File: config.mk
export PLATFORM = sky130hd
export DESIGN_NAME = pixel_serializer_flat
export DESIGN_NICKNAME = d
export VERILOG_FILES = /design/src/rtl/mandel_pkg.sv /design/src/rtl/pixel_serializer_if.sv /design/src/rtl/raster_counter.sv /design/src/rtl/pixel_serializer.sv /design/src/flat_wrapper.sv
export SDC_FILE = /design/constraint.sdc
export NUM_CORES = 1
export LEC_CHECK = 0
export BUFFER_PORTS_ARGS = -buffer_cell sky130_fd_sc_hd__buf_4
export CAP_MARGIN = 0
export CORE_MARGIN = 5
export CORE_UTILIZATION = 25
export CTS_BUF_LIST = sky130_fd_sc_hd__clkbuf_2
export CTS_CLUSTER_DIAMETER = 150
export CTS_CLUSTER_SIZE = 16
export DETAILED_ROUTE_END_ITERATION = 8
export MAX_ROUTING_LAYER = met4
export SETUP_SLACK_MARGIN = 0.4
export SLEW_MARGIN = 5
export SYNTH_ARGS = -nofsm -noshare
export SYNTH_HDL_FRONTEND = slang
export SYNTH_SLANG_ARGS = --single-unit
File: constraint.sdc
create_clock -name clk -period 6.1 [get_ports clk]
set_input_delay 0.915 -clock clk [delete_from_list [all_inputs] [get_ports clk]]
set_output_delay 0.915 -clock clk [all_outputs]
set_load 0.005 [all_outputs]
File: src/rtl/mandel_pkg.sv
// mandel_pkg: constants and types shared by the escape-time engines, the
// colour lookup stage and the pixel serializer.
//   RBG_SIZE    : bits per RGB pixel
//   NUM_ENGINES : pixels produced per group (one per engine lane)
//   X_SIZE      : pixels per line (multiple of NUM_ENGINES)
//   Y_SIZE      : lines per frame
package mandel_pkg;
   localparam int RBG_SIZE    = 24;
   localparam int NUM_ENGINES = 4;
   localparam int X_SIZE      = 640;
   localparam int Y_SIZE      = 480;

   typedef logic [RBG_SIZE-1:0] rgb_t;

   typedef enum logic {
      IDLE = 1'b0,
      SEND = 1'b1
   } ser_state_t;
endpackage

File: src/rtl/pixel_serializer_if.sv
// pixel_serializer_if: group input handshake plus the AXI4-Stream video output.
//   in_valid/in_ready/in_rbg : one group of NUM_ENGINES pixels, lane 0 leftmost
//   out_t*                   : one pixel per transfer, tuser = SOF, tlast = EOL
// Modports:
//   master : the serializer (accepts groups, drives the stream)
//   slave  : the surroundings (engines supply groups, DMA sinks the stream)
interface pixel_serializer_if #(
   parameter int RBG_SIZE    = mandel_pkg::RBG_SIZE,
   parameter int NUM_ENGINES = mandel_pkg::NUM_ENGINES
);
   logic                in_valid;
   logic                in_ready;
   logic [RBG_SIZE-1:0] in_rbg [NUM_ENGINES];
   logic                out_tvalid;
   logic                out_tready;
   logic [RBG_SIZE-1:0] out_tdata;
   logic                out_tuser;
   logic                out_tlast;

   modport master (
      input  in_valid, in_rbg, out_tready,
      output in_ready, out_tvalid, out_tdata, out_tuser, out_tlast
   );

   modport slave (
      output in_valid, in_rbg, out_tready,
      input  in_ready, out_tvalid, out_tdata, out_tuser, out_tlast
   );
endinterface

File: src/rtl/raster_counter.sv
// raster_counter: x/y position of the pixel currently presented on the stream.
//   clk, rst_n : clock and synchronous active-low reset
//   advance    : a pixel transferred this cycle; step to the next position
//   sof        : x == 0 && y == 0
//   eol        : x == X_SIZE-1
//   eof        : last pixel of the frame (eol on the last line)
module raster_counter #(
   parameter int X_SIZE = mandel_pkg::X_SIZE,
   parameter int Y_SIZE = mandel_pkg::Y_SIZE
) (
   input  logic clk,
   input  logic rst_n,
   input  logic advance,
   output logic sof,
   output logic eol,
   output logic eof
);
   localparam int XW = (X_SIZE > 1) ? $clog2(X_SIZE) : 1;
   localparam int YW = (Y_SIZE > 1) ? $clog2(Y_SIZE) : 1;

   logic [XW-1:0] x_q, x_d;
   logic [YW-1:0] y_q, y_d;

   assign sof = (x_q == '0) && (y_q == '0);
   assign eol = (x_q == XW'(X_SIZE - 1));
   assign eof = eol && (y_q == YW'(Y_SIZE - 1));

   always_comb begin
      x_d = x_q;
      y_d = y_q;
      if (advance) begin
         if (eol) begin
            x_d = '0;
            y_d = eof ? '0 : y_q + YW'(1);
         end else begin
            x_d = x_q + XW'(1);
         end
      end
   end

   always_ff @(posedge clk) begin
      if (!rst_n) begin
         x_q <= '0;
         y_q <= '0;
      end else begin
         x_q <= x_d;
         y_q <= y_d;
      end
   end
endmodule

File: src/rtl/pixel_serializer.sv
// pixel_serializer: turns groups of NUM_ENGINES pixels into a raster-order
// AXI4-Stream video stream, one pixel per cycle.
//   clk, rst_n : clock and synchronous active-low reset
//   bus        : group input handshake and stream output (master modport)
//   frame_done : one-cycle pulse the cycle after the last pixel of a frame
// A single group buffer is reloaded on the same edge its last lane leaves, so
// a continuous input keeps the stream gap-free.
module pixel_serializer #(
   parameter int RBG_SIZE    = mandel_pkg::RBG_SIZE,
   parameter int NUM_ENGINES = mandel_pkg::NUM_ENGINES,
   parameter int X_SIZE      = mandel_pkg::X_SIZE,
   parameter int Y_SIZE      = mandel_pkg::Y_SIZE
) (
   input  logic               clk,
   input  logic               rst_n,
   pixel_serializer_if.master bus,
   output logic               frame_done
);
   import mandel_pkg::*;

   localparam int LW = (NUM_ENGINES > 1) ? $clog2(NUM_ENGINES) : 1;

   ser_state_t          state_q, state_d;
   logic [LW-1:0]       lane_q, lane_d;
   logic [RBG_SIZE-1:0] buf_q [NUM_ENGINES];
   logic [RBG_SIZE-1:0] buf_d [NUM_ENGINES];
   logic                frame_done_q, frame_done_d;

   logic out_hs;
   logic last_lane;
   logic load;
   logic sof, eol, eof;

   assign last_lane = (lane_q == LW'(NUM_ENGINES - 1));
   assign out_hs    = (state_q == SEND) && bus.out_tready;

   // Ready is also offered while the final lane is leaving, which is what
   // lets the next group land without a bubble. Held low during reset.
   assign bus.in_ready = rst_n &&
                         ((state_q == IDLE) ||
                          ((state_q == SEND) && last_lane && bus.out_tready));
   assign load = bus.in_valid && bus.in_ready;

   raster_counter #(
      .X_SIZE (X_SIZE),
      .Y_SIZE (Y_SIZE)
   ) u_raster (
      .clk     (clk),
      .rst_n   (rst_n),
      .advance (out_hs),
      .sof     (sof),
      .eol     (eol),
      .eof     (eof)
   );

   always_comb begin
      state_d      = state_q;
      lane_d       = lane_q;
      frame_done_d = out_hs && eof;
      for (int i = 0; i < NUM_ENGINES; i++) begin
         buf_d[i] = buf_q[i];
      end
      if (load) begin
         // Covers both IDLE acceptance and the back-to-back reload in SEND.
         state_d = SEND;
         lane_d  = '0;
         for (int i = 0; i < NUM_ENGINES; i++) begin
            buf_d[i] = bus.in_rbg[i];
         end
      end else if (out_hs) begin
         if (last_lane) begin
            state_d = IDLE;
         end else begin
            lane_d = lane_q + LW'(1);
         end
      end
   end

   always_ff @(posedge clk) begin
      if (!rst_n) begin
         state_q      <= IDLE;
         lane_q       <= '0;
         frame_done_q <= 1'b0;
      end else begin
         state_q      <= state_d;
         lane_q       <= lane_d;
         frame_done_q <= frame_done_d;
      end
   end

   generate
      for (genvar gi = 0; gi < NUM_ENGINES; gi++) begin : g_buf
         always_ff @(posedge clk) begin
            if (!rst_n) begin
               buf_q[gi] <= '0;
            end else begin
               buf_q[gi] <= buf_d[gi];
            end
         end
      end
   endgenerate

   assign bus.out_tvalid = (state_q == SEND);
   assign bus.out_tdata  = buf_q[lane_q];
   assign bus.out_tuser  = sof && bus.out_tvalid;
   assign bus.out_tlast  = eol && bus.out_tvalid;
   assign frame_done     = frame_done_q;
endmodule

File: src/flat_wrapper.sv
// flat-port wrapper written by rule: the top's interface ports become plain ports
module pixel_serializer_flat import mandel_pkg::*;
#(
   parameter int RBG_SIZE    = mandel_pkg::RBG_SIZE,
   parameter int NUM_ENGINES = mandel_pkg::NUM_ENGINES,
   parameter int X_SIZE      = mandel_pkg::X_SIZE,
   parameter int Y_SIZE      = mandel_pkg::Y_SIZE
)
  (clk, rst_n, frame_done, bus_in_valid, bus_in_rbg, bus_out_tready, bus_in_ready, bus_out_tvalid, bus_out_tdata, bus_out_tuser, bus_out_tlast);
  pixel_serializer_if #(.RBG_SIZE(RBG_SIZE), .NUM_ENGINES(NUM_ENGINES)) bus_i ();
  input  logic clk;
  input  logic rst_n;
  output logic frame_done;
  input wire logic [$bits(bus_i.in_valid)-1:0] bus_in_valid;
  input wire logic [$bits(bus_i.in_rbg)-1:0] bus_in_rbg;
  input wire logic [$bits(bus_i.out_tready)-1:0] bus_out_tready;
  output wire logic [$bits(bus_i.in_ready)-1:0] bus_in_ready;
  output wire logic [$bits(bus_i.out_tvalid)-1:0] bus_out_tvalid;
  output wire logic [$bits(bus_i.out_tdata)-1:0] bus_out_tdata;
  output wire logic [$bits(bus_i.out_tuser)-1:0] bus_out_tuser;
  output wire logic [$bits(bus_i.out_tlast)-1:0] bus_out_tlast;
  assign bus_i.in_valid = bus_in_valid;
  assign bus_i.in_rbg = {>>{bus_in_rbg}};
  assign bus_i.out_tready = bus_out_tready;
  assign bus_in_ready = bus_i.in_ready;
  assign bus_out_tvalid = bus_i.out_tvalid;
  assign bus_out_tdata = bus_i.out_tdata;
  assign bus_out_tuser = bus_i.out_tuser;
  assign bus_out_tlast = bus_i.out_tlast;
  pixel_serializer #(.RBG_SIZE(RBG_SIZE), .NUM_ENGINES(NUM_ENGINES), .X_SIZE(X_SIZE), .Y_SIZE(Y_SIZE)) u_core (.clk(clk), .rst_n(rst_n), .bus(bus_i), .frame_done(frame_done));
endmodule
## Word-level counts from Yosys, hierarchy flattened

Memories as Yosys holds them, arrays and structs flattened. A register that Yosys moved wholly into a read port is not among the register bits.
Cells that the tools add are included.

- Register bits after elaboration: 23
- Memory bits (writable): 96
- Input port bits: 100
- Output and inout port bits: 29
- Logic and storage cells: 54
- Memories kept: 1

Memory list:

| name | words | bits a word | rd ports | clocked after Yosys merged registers in | write ports | RTL line | source |
|---|---|---|---|---|---|---|---|
| u_core.buf_q | 4 | 24 | 1 | 1 | 4 | pixel_serializer.sv:25 | `logic [RBG_SIZE-1:0] buf_q [NUM_ENGINES];` |

- Add/sub/neg operators: 3
- Equal/unequal tests: 4
- Muxes and demuxes: 14
- Bitwise logic cells: 7
- Reduce and logical (&&, ||, !) cells: 20

Operators with widths:

| cell | count |
|---|---|
| 24-bit two-way mux | 4 |
| 96-bit two-way mux | 1 |
| 10-bit by 1-bit adder with 10-bit output (second input constant) | 1 |
| 10-bit == test (second input constant) | 1 |
| 1-bit logical AND | 10 |
| 10-bit logical NOT | 1 |
| 10-bit two-way mux | 1 |
| 9-bit by 1-bit adder with 9-bit output (second input constant) | 1 |
| 9-bit == test (second input constant) | 1 |
| 9-bit logical NOT | 1 |
| 9-bit two-way mux | 1 |
| 2-bit AND reduction | 4 |
| 1-bit two-way mux | 5 |
| 2-bit two-way mux | 2 |
| 1-bit OR | 4 |
| 2-bit nonzero test | 2 |
| 1-bit NOT | 3 |
| 2-bit by 1-bit adder with 2-bit output (second input constant) | 1 |
| 2-bit == test (second input constant) | 1 |
| 2-bit OR reduction | 1 |
| 1-bit logical OR | 1 |
| 1-bit != test (second input constant) | 1 |

## Logic depth before layout (Yosys ltp)

Gate-level depths: netlist (run 1).

- Depth after elaboration: 9
- Mapped depth: 6
- Depth with buffers taken out: 6

## Cells and area by module

Synthesis (run 1) repeated with hierarchy kept, for this count alone.

- Cells, all modules: 380
- Area, all modules: 5540.3 sq um

Modules (own cells, without submodules):

| module | times used | cells an instance | area each (sq um) | seq. area each (sq um) |
|---|---|---|---|---|
| pixel_serializer | 1 | 255 | 4526.8 | 3002.9 |
| raster_counter | 1 | 125 | 1013.5 | 380.4 |

## Worst setup path after synthesis (run 1)

No wires, ideal clock.

- Path kind: input-to-reg
- Start: input rst_n
- End: memory u_core.buf_q[0][0] (enable)
- Library setup time: 471 ps
- Arrival time: 4049 ps
- Data required time: 5629 ps
- Path slack: 1580 ps
- Stages: 5
- Path buffers: 1
- Cells stage by stage: buf_2 inv_2 nor2_1 and2_1 nand2b_1

RTL lines:

| what | RTL line | source |
|---|---|---|
| from (decl) | flat_wrapper.sv:12 | `input logic rst_n;` |
| to (decl) | pixel_serializer.sv:25 |  |

==> results of run 1 <==
==> cell families after synthesis <==
family	share of synthesized area
XOR/XNOR	0.0114
multiplexers	0.104
adder cells (fa/ha/maj)	0.0116
buffers and inverters	0.0286
AO/OA/AOI/OAI	0.0268
flip-flops	0.629
AND/OR/NAND/NOR	0.188
==> state kept, by name (all words and copies together), names as in the netlist, named ones only <==
signal                 cells
u_core.bus.out_tvalid      1
u_core.frame_done          1
u_core.lane_q              2
u_core.buf_q              96
u_core.u_raster.x_q       10
u_core.u_raster.y_q        9
==> through the flow <==
| step | util | worst slack [ns] | instances | cell area [µm²] |
|---|---|---|---|---|
| 4_1_cts | 0.323 | 2.50 | 795 | 6810 |
| 3_5_place_dp | 0.313 | 2.65 | 763 | 6590 |
| 6_report | 0.323 | 2.71 | 795 | 6810 |
| 5_1_grt | 0.323 | 2.38 | 795 | 6810 |
| 2_1_floorplan | - | 1.58 | 388 | 5380 |
| 3_3_place_gp | 0.313 | 2.73 | 763 | 6590 |
==> synthesized netlist by cell type (6+ instances only) <==
cell type / count
a21oi_1: 10
and3_1: 98
clkbuf_1: 25
dfxtp_1: 25
edfxtp_1: 96
inv_1: 6
mux4_2: 24
nand2_1: 16
nand3_1: 10
nor2_1: 12
nor3_1: 7
nor4_1: 6
xnor2_1: 6
==> final cells by class <==
cell class                 count  area (µm²)
fill                        2137       14300
sequential                   121        3380
multi-input combinational    229        1850
timing repair buffer         131         983
tap                          275         344
clock inverter                14         125
clock buffer                  18        90.1
inverter                       7        26.3
==> critical path, delay by kind of cell (launching register included) <==
kind                   cells  cell delay [ns]
buffers and inverters      1             0.16
DFF                        1             1.02
muxes                      1             0.66
==> per-layer routing <==
layer / global-route usage / wire [µm] / up-vias
li1: - / - / 1745
met1: 0.133 / 5540 / 1807
met3: 0.0357 / 801 / 15
met2: 0.191 / 6970 / 110
met5: - / 0 / -
met4: 0.0322 / 207 / 0
==> power by group through the flow <==
stage | registers [mW] | logic [mW] | clock network [mW]
global route | 0.967 | 0.195 | 0.534
global placement | 0.977 | 0.180 | 0
finish | 0.960 | 0.177 | 0.465
floorplan | 0.970 | 0.0870 | 0
detailed placement | 0.981 | 0.182 | 0
CTS | 0.962 | 0.183 | 0.491
==> final timing paths <==
kind / startpoint / end / slack [ns] / cells past startpoint
worst max-delay path: flip-flop / bus_out_tdata[22] / 2.71 / 2
worst min register to register: u_core.u_raster.x_q[7]$_SDFFE_PN0P_ / u_core.u_raster.x_q[7]$_SDFFE_PN0P_ / 0.54 / 2
worst min-delay path: u_core.u_raster.x_q[7]$_SDFFE_PN0P_ / u_core.u_raster.x_q[7]$_SDFFE_PN0P_ / 0.54 / 2
worst max register to register: u_core.lane_q[0]$_SDFFE_PP0P_ / u_core.buf_q[1][22]$_SDFFCE_PN0P_ / 3.46 / 6
==> summary.md, run 1 <==
| Metric | Value |
|---|---|
| Die X | 157 µm |
| Final hold viol count | 0 |
| CTS resizes | 0 |
| Worst-Margin Slew | 0.982 ns |
| Hold Crit Class | reg -> reg |
| Clock tree sinks | 121 |
| CP endpoint kind | primary output |
| Pint | 1.19 mW |
| Initial antenna violation count | 0 |
| Root Buffer | clkbuf_2 |
| Post-Syn Area | 5380 µm² |
| IO buf count | 128 |
| Clock Latency Late Sink | 0.65 ns |
| Design Power | 1.60 mW |
| Fin nets | 612 |
| WP data arrival | 2.48 ns |
| GRT overflow | 0 |
| Router iterations before antenna repair | 4 |
| Reg power frac | 0.599 |
| Synth Flop Type | edfxtp_1 |
| Vias after detailed routing | 3677 |
| Total Wirelength | 13500 µm |
| I/O pin cnt | 129 |
| Crit-path max FO | 24 |
| First-pass GRT wire length | 20800 µm |
| Worst path required time | 5.18 ns |
| Post-synth EDFFs | 96 |
| Clock Tree Buf Depth | 2 |
| Max VDD drop | 0.0000794 V |
| Worst setup SP type | flip-flop |
| Hold_buf cts | 0 |
| Vias per std cell | 4.63 |
| Antenna cells | 0 |
| Leakage Power | 2.89 nW |
| Critical Path Max Stage Delay | 1.02 ns |
| Final HPWL DP | 9310 µm |
| Initial DRC count | 248 |
| Max-cap viol count | 0 |
| Total number of yosys warnings | 0 |
| Total CTS buffers | 17 |
| Most area-hungry cell type in the Yosys netlist | edfxtp_1 |
| Commonest non-fill, non-tap cell in the layout | buf_4 |
| Clock share of power | 0.290 |
| DRC | 0 |
| Routed WL per cell | 17.0 µm |
| Yosys cell types | 43 |
| Syn_nets | 493 |
| ANT nets after route | 0 |
| Synth Instances | 388 |
| Ordered list of cells on the worst path | mux4_2 -> buf_4 |
| Status | complete, no violations |
| Area growth, synth to finish | 26.6% |
| Sw Ratio | 0.256 |
| Register bit total from synthesis | 121 |
| Net Switching | 0.411 mW |
| Row cnt | 53 |
| Largest net degree at the start of global routing | 99 |
| Avg Cell Area, Syn | 13.9 µm² |
| H-Tree Depth | 4 |
| Comb power frac | 0.111 |
| Final Max Slew Viols | 0 |
| Ys async rst share | 0 |
| Setup_tns | 0 ns |
| Pwr per Cell Area | 235 nW/µm² |
| Worst setup path class | reg -> out |
| Clock Skew | 0.0228 ns |
| Core Area | 21100 µm² |
| Initial Util | 0.255 |
| Commonest cells after routing, fill and taps aside | 131 x buf_4, 98 x and3_1, 96 x edfxtp_1 |
| Vias in the first global route | 3913 |
| Share of cells above drive strength 1 | 0.381 |
| Top cell type's share of synthesized area | 0.536 |
| Setup-failing EPs final | 0 |
| Die Y | 157 µm |
| Max Clock Freq | 295 MHz |
| Clock transition at path regs | 0.21 ns |
| Min cycle time layout | 3.39 ns |
| Post-CTS setup buffers | 0 |
| CTS tree | done |
| RSZ-0062 raised after global routing | no |
| CP max stage cell | dfxtp_2 |
| Routability cong. | 0.795 |
| Hold slack | 0.543 ns |
| Post-synthesis sequential area ratio | 0.629 |
| Period utilisation layout | 0.557 |
| Ranking of synthesized cells by area | edfxtp_1 54%, and3_1 11%, mux4_2 10% |
| GRT Util Overall | 0.114 |
| Rel. slew slack | 0.345 |
| Die area | 24500 µm² |
No activity file was read; power rests on OpenSTA's default activity.
==> inputs of run 2 (changes only) <==
- clock period: 6.1 -> 3.1 ns (I/O delays scaled with it)
==> run 2 against run 1 <==
  * Die area stayed put
  * Power up 110%
  * Hold slack worse by 0.44 ns
  * First-iteration DRC count is 43% lower
  * Register-to-register slack lost 2.4 ns
  * Flip-flop and latch count unchanged
  * Setup slack worse by 2.1 ns
  * Cell count increased by 5.3%
==> summary.md, run 2 (synthesis gave the netlist of run 1 again) <==
| Metric | Value |
|---|---|
| WP data arrival | 2.06 ns |
| CP max stage cell | dlygate4sd3_1 |
| Crit path max-delay family | buffers and inverters |
| Clock Latency Late Sink | 0.68 ns |
| GRT overflow | 0 |
| Pwr per Cell Area | 451 nW/µm² |
| Worst-Margin Slew | 0.721 ns |
| Rel. slew slack | 0.520 |
| CTS tree | done |
| Critical R2R Launch | u_core.u_raster.x_q[1]$_SDFFE_PN0P_ |
| Worst setup path class | in -> out |
| Largest Register | u_core.buf_q |
| Total Wirelength | 14100 µm |
| First-pass GRT wire length | 21500 µm |
| Status | complete, no violations |
| Largest net degree at the start of global routing | 98 |
| Worst setup path endpoint | bus_in_ready |
| Worst path required time | 2.63 ns |
| Final Max Slew Viols | 0 |
| Crit-path max FO | 46 |
| Fin nets | 654 |
| Worst path depth | 6 |
| Setup-failing EPs final | 0 |
| Max reg flops | 96 |
| Initial Util | 0.255 |
| Worst setup SP type | primary input |
| Setup_tns | 0 ns |
| Net Switching | 0.832 mW |
| Critical Path Max Stage Delay | 0.53 ns |
| Initial DRC count | 142 |
| Final Cell Area | 7290 µm² |
| Final hold viol count | 0 |
| Leakage Power | 3.09 nW |
| Reg2Reg Setup Slack | 1.06 ns |
| Comb power frac | 0.124 |
| Die X | 157 µm |
| Die area | 24500 µm² |
| GRT Util Overall | 0.118 |
| Commonest cells after routing, fill and taps aside | 136 x buf_4, 98 x and3_1, 96 x edfxtp_1 |
| Initial antenna violation count | 0 |
| Routed WL per cell | 16.8 µm |
| Vias in the first global route | 4007 |
| Pint | 2.46 mW |
| Area growth, synth to finish | 35.7% |
| Antenna cells | 0 |
| Max-cap viol count | 0 |
| Total CTS buffers | 17 |
| Row cnt | 53 |
| Core Util, Final | 0.346 |
| Buf+Inv Stages, Crit Path | 5 |
| Top flop regs | u_core.buf_q: 96 flops, u_core.u_raster.x_q: 10 flops, u_core.u_raster.y_q: 9 flops |
| Die Y | 157 µm |
| Fillers | 2094 |
| Clock Skew | 0.0302 ns |
| DRC | 0 |
| Min cycle time layout | 2.53 ns |
| Vias per std cell | 4.57 |
| Final HPWL DP | 9640 µm |
| Commonest non-fill, non-tap cell in the layout | buf_4 |
| CP most frequent cell | buf_4 |
| Clock tree sinks | 121 |
| Max VDD drop | 0.000140 V |
| Reg power frac | 0.572 |
| Reg2Reg Capture Point | u_core.u_raster.y_q[3]$_SDFFE_PN0P_ |
| IO buf count | 128 |
| Clock share of power | 0.304 |
| RSZ-0062 raised after global routing | no |
| Routability cong. | 0.769 |
| Setup crit start | rst_n |
| Router iterations before antenna repair | 4 |
| CP endpoint kind | primary output |
| Hold slack | 0.106 ns |
| H-Tree Depth | 4 |
| I/O pin cnt | 129 |
| ANT nets after route | 0 |
| Core Area | 21100 µm² |
| Max Clock Freq | 396 MHz |
| Hold Crit Class | in -> reg |
| Clock transition at path regs | 0.18 ns |
| Area of placed instances | 6650 µm² |
| Clock Tree Buf Depth | 2 |
| Root Buffer | clkbuf_2 |
| Period utilisation layout | 0.815 |
| Worst Reg-to-Reg Cells | 5 |
| Sw Ratio | 0.253 |
| Share of cells above drive strength 1 | 0.379 |
| Ordered list of cells on the worst path | dlygate4sd3_1 -> buf_4 -> inv_2 -> nor2_4 -> buf_4 -> buf_4 |
| Vias after detailed routing | 3825 |
## run 2: timing repair
action                                  4_1_cts  5_1_grt
resized for setup                             3       11
endpoints found under the setup margin       26        2
setup buffers                                 2        2
pin swaps                                     0        1
endpoints found under the hold margin        31        5
hold buffers                                 29        5
## run 2: worst min path at each step
stage	from	endpoint	slack (ns)	cells past startpoint
global placement	u_core.u_raster.x_q[1]$_SDFFE_PN0P_	u_core.u_raster.x_q[1]$_SDFFE_PN0P_	0.48	2
CTS	bus_in_rbg[27]	u_core.buf_q[2][3]$_SDFFCE_PN0P_	0.003	2
global route	bus_in_rbg[75]	u_core.buf_q[0][3]$_SDFFCE_PN0P_	0.0007	2
finish	bus_in_rbg[70]	u_core.buf_q[1][22]$_SDFFCE_PN0P_	0.11	2
detailed placement	u_core.u_raster.x_q[1]$_SDFFE_PN0P_	u_core.u_raster.x_q[1]$_SDFFE_PN0P_	0.50	2
floorplan	u_core.u_raster.x_q[1]$_SDFFE_PN0P_	u_core.u_raster.x_q[1]$_SDFFE_PN0P_	0.46	2
## run 2: metrics by stage
| step | setup slack, ns | cells | power, mW |
|---|---|---|---|
| after CTS | 0.410 | 830 | 3.35 |
| after detailed placement | 0.878 | 767 | 2.30 |
| final | 0.573 | 837 | 3.29 |
| after global placement | 0.901 | 767 | 2.29 |
| after global routing | 0.412 | 837 | 3.46 |
| after floorplan | 0.694 | 388 | 2.08 |
## run 2: final cells by class
cell class / count / area, µm² / share of cell area
multi-input cells: 229 / 1860 / 0.255
inverters: 7 / 26.3 / 0.00360
repair buffers: 173 / 1420 / 0.195
clock buffers: 17 / 85.1 / 0.0117
well taps: 275 / 344 / 0.0472
clock inverters: 15 / 150 / 0.0206
flip-flops and latches: 121 / 3400 / 0.467
## run 2: per-layer routing
metal | vias to the layer above | share of wire | track usage | wire length (µm)
met4 | 0 | 0.012 | 0.0364 | 165
met3 | 13 | 0.061 | 0.0404 | 859
met5 | - | 0 | - | 0
li1 | 1825 | - | - | -
met1 | 1871 | 0.44 | 0.145 | 6250
met2 | 116 | 0.48 | 0.184 | 6800
## run 2: worst register-to-register path, cell delays in order (launching register included)
cell     delay (ns)
dfxtp_1        0.42
ha_1           0.25
nand4_2        0.26
or3_1          0.55
or3_1          0.40
o22ai_1        0.14
## run 2: power groups by stage
stage | clock network (mW) | registers, mW | logic [mW]
6_report | 0.999 | 1.88 | 0.408
3_5_place_dp | 0 | 1.93 | 0.370
3_3_place_gp | 0 | 1.92 | 0.362
5_1_grt | 1.13 | 1.89 | 0.446
4_1_cts | 1.05 | 1.88 | 0.411
2_1_floorplan | 0 | 1.90 | 0.173
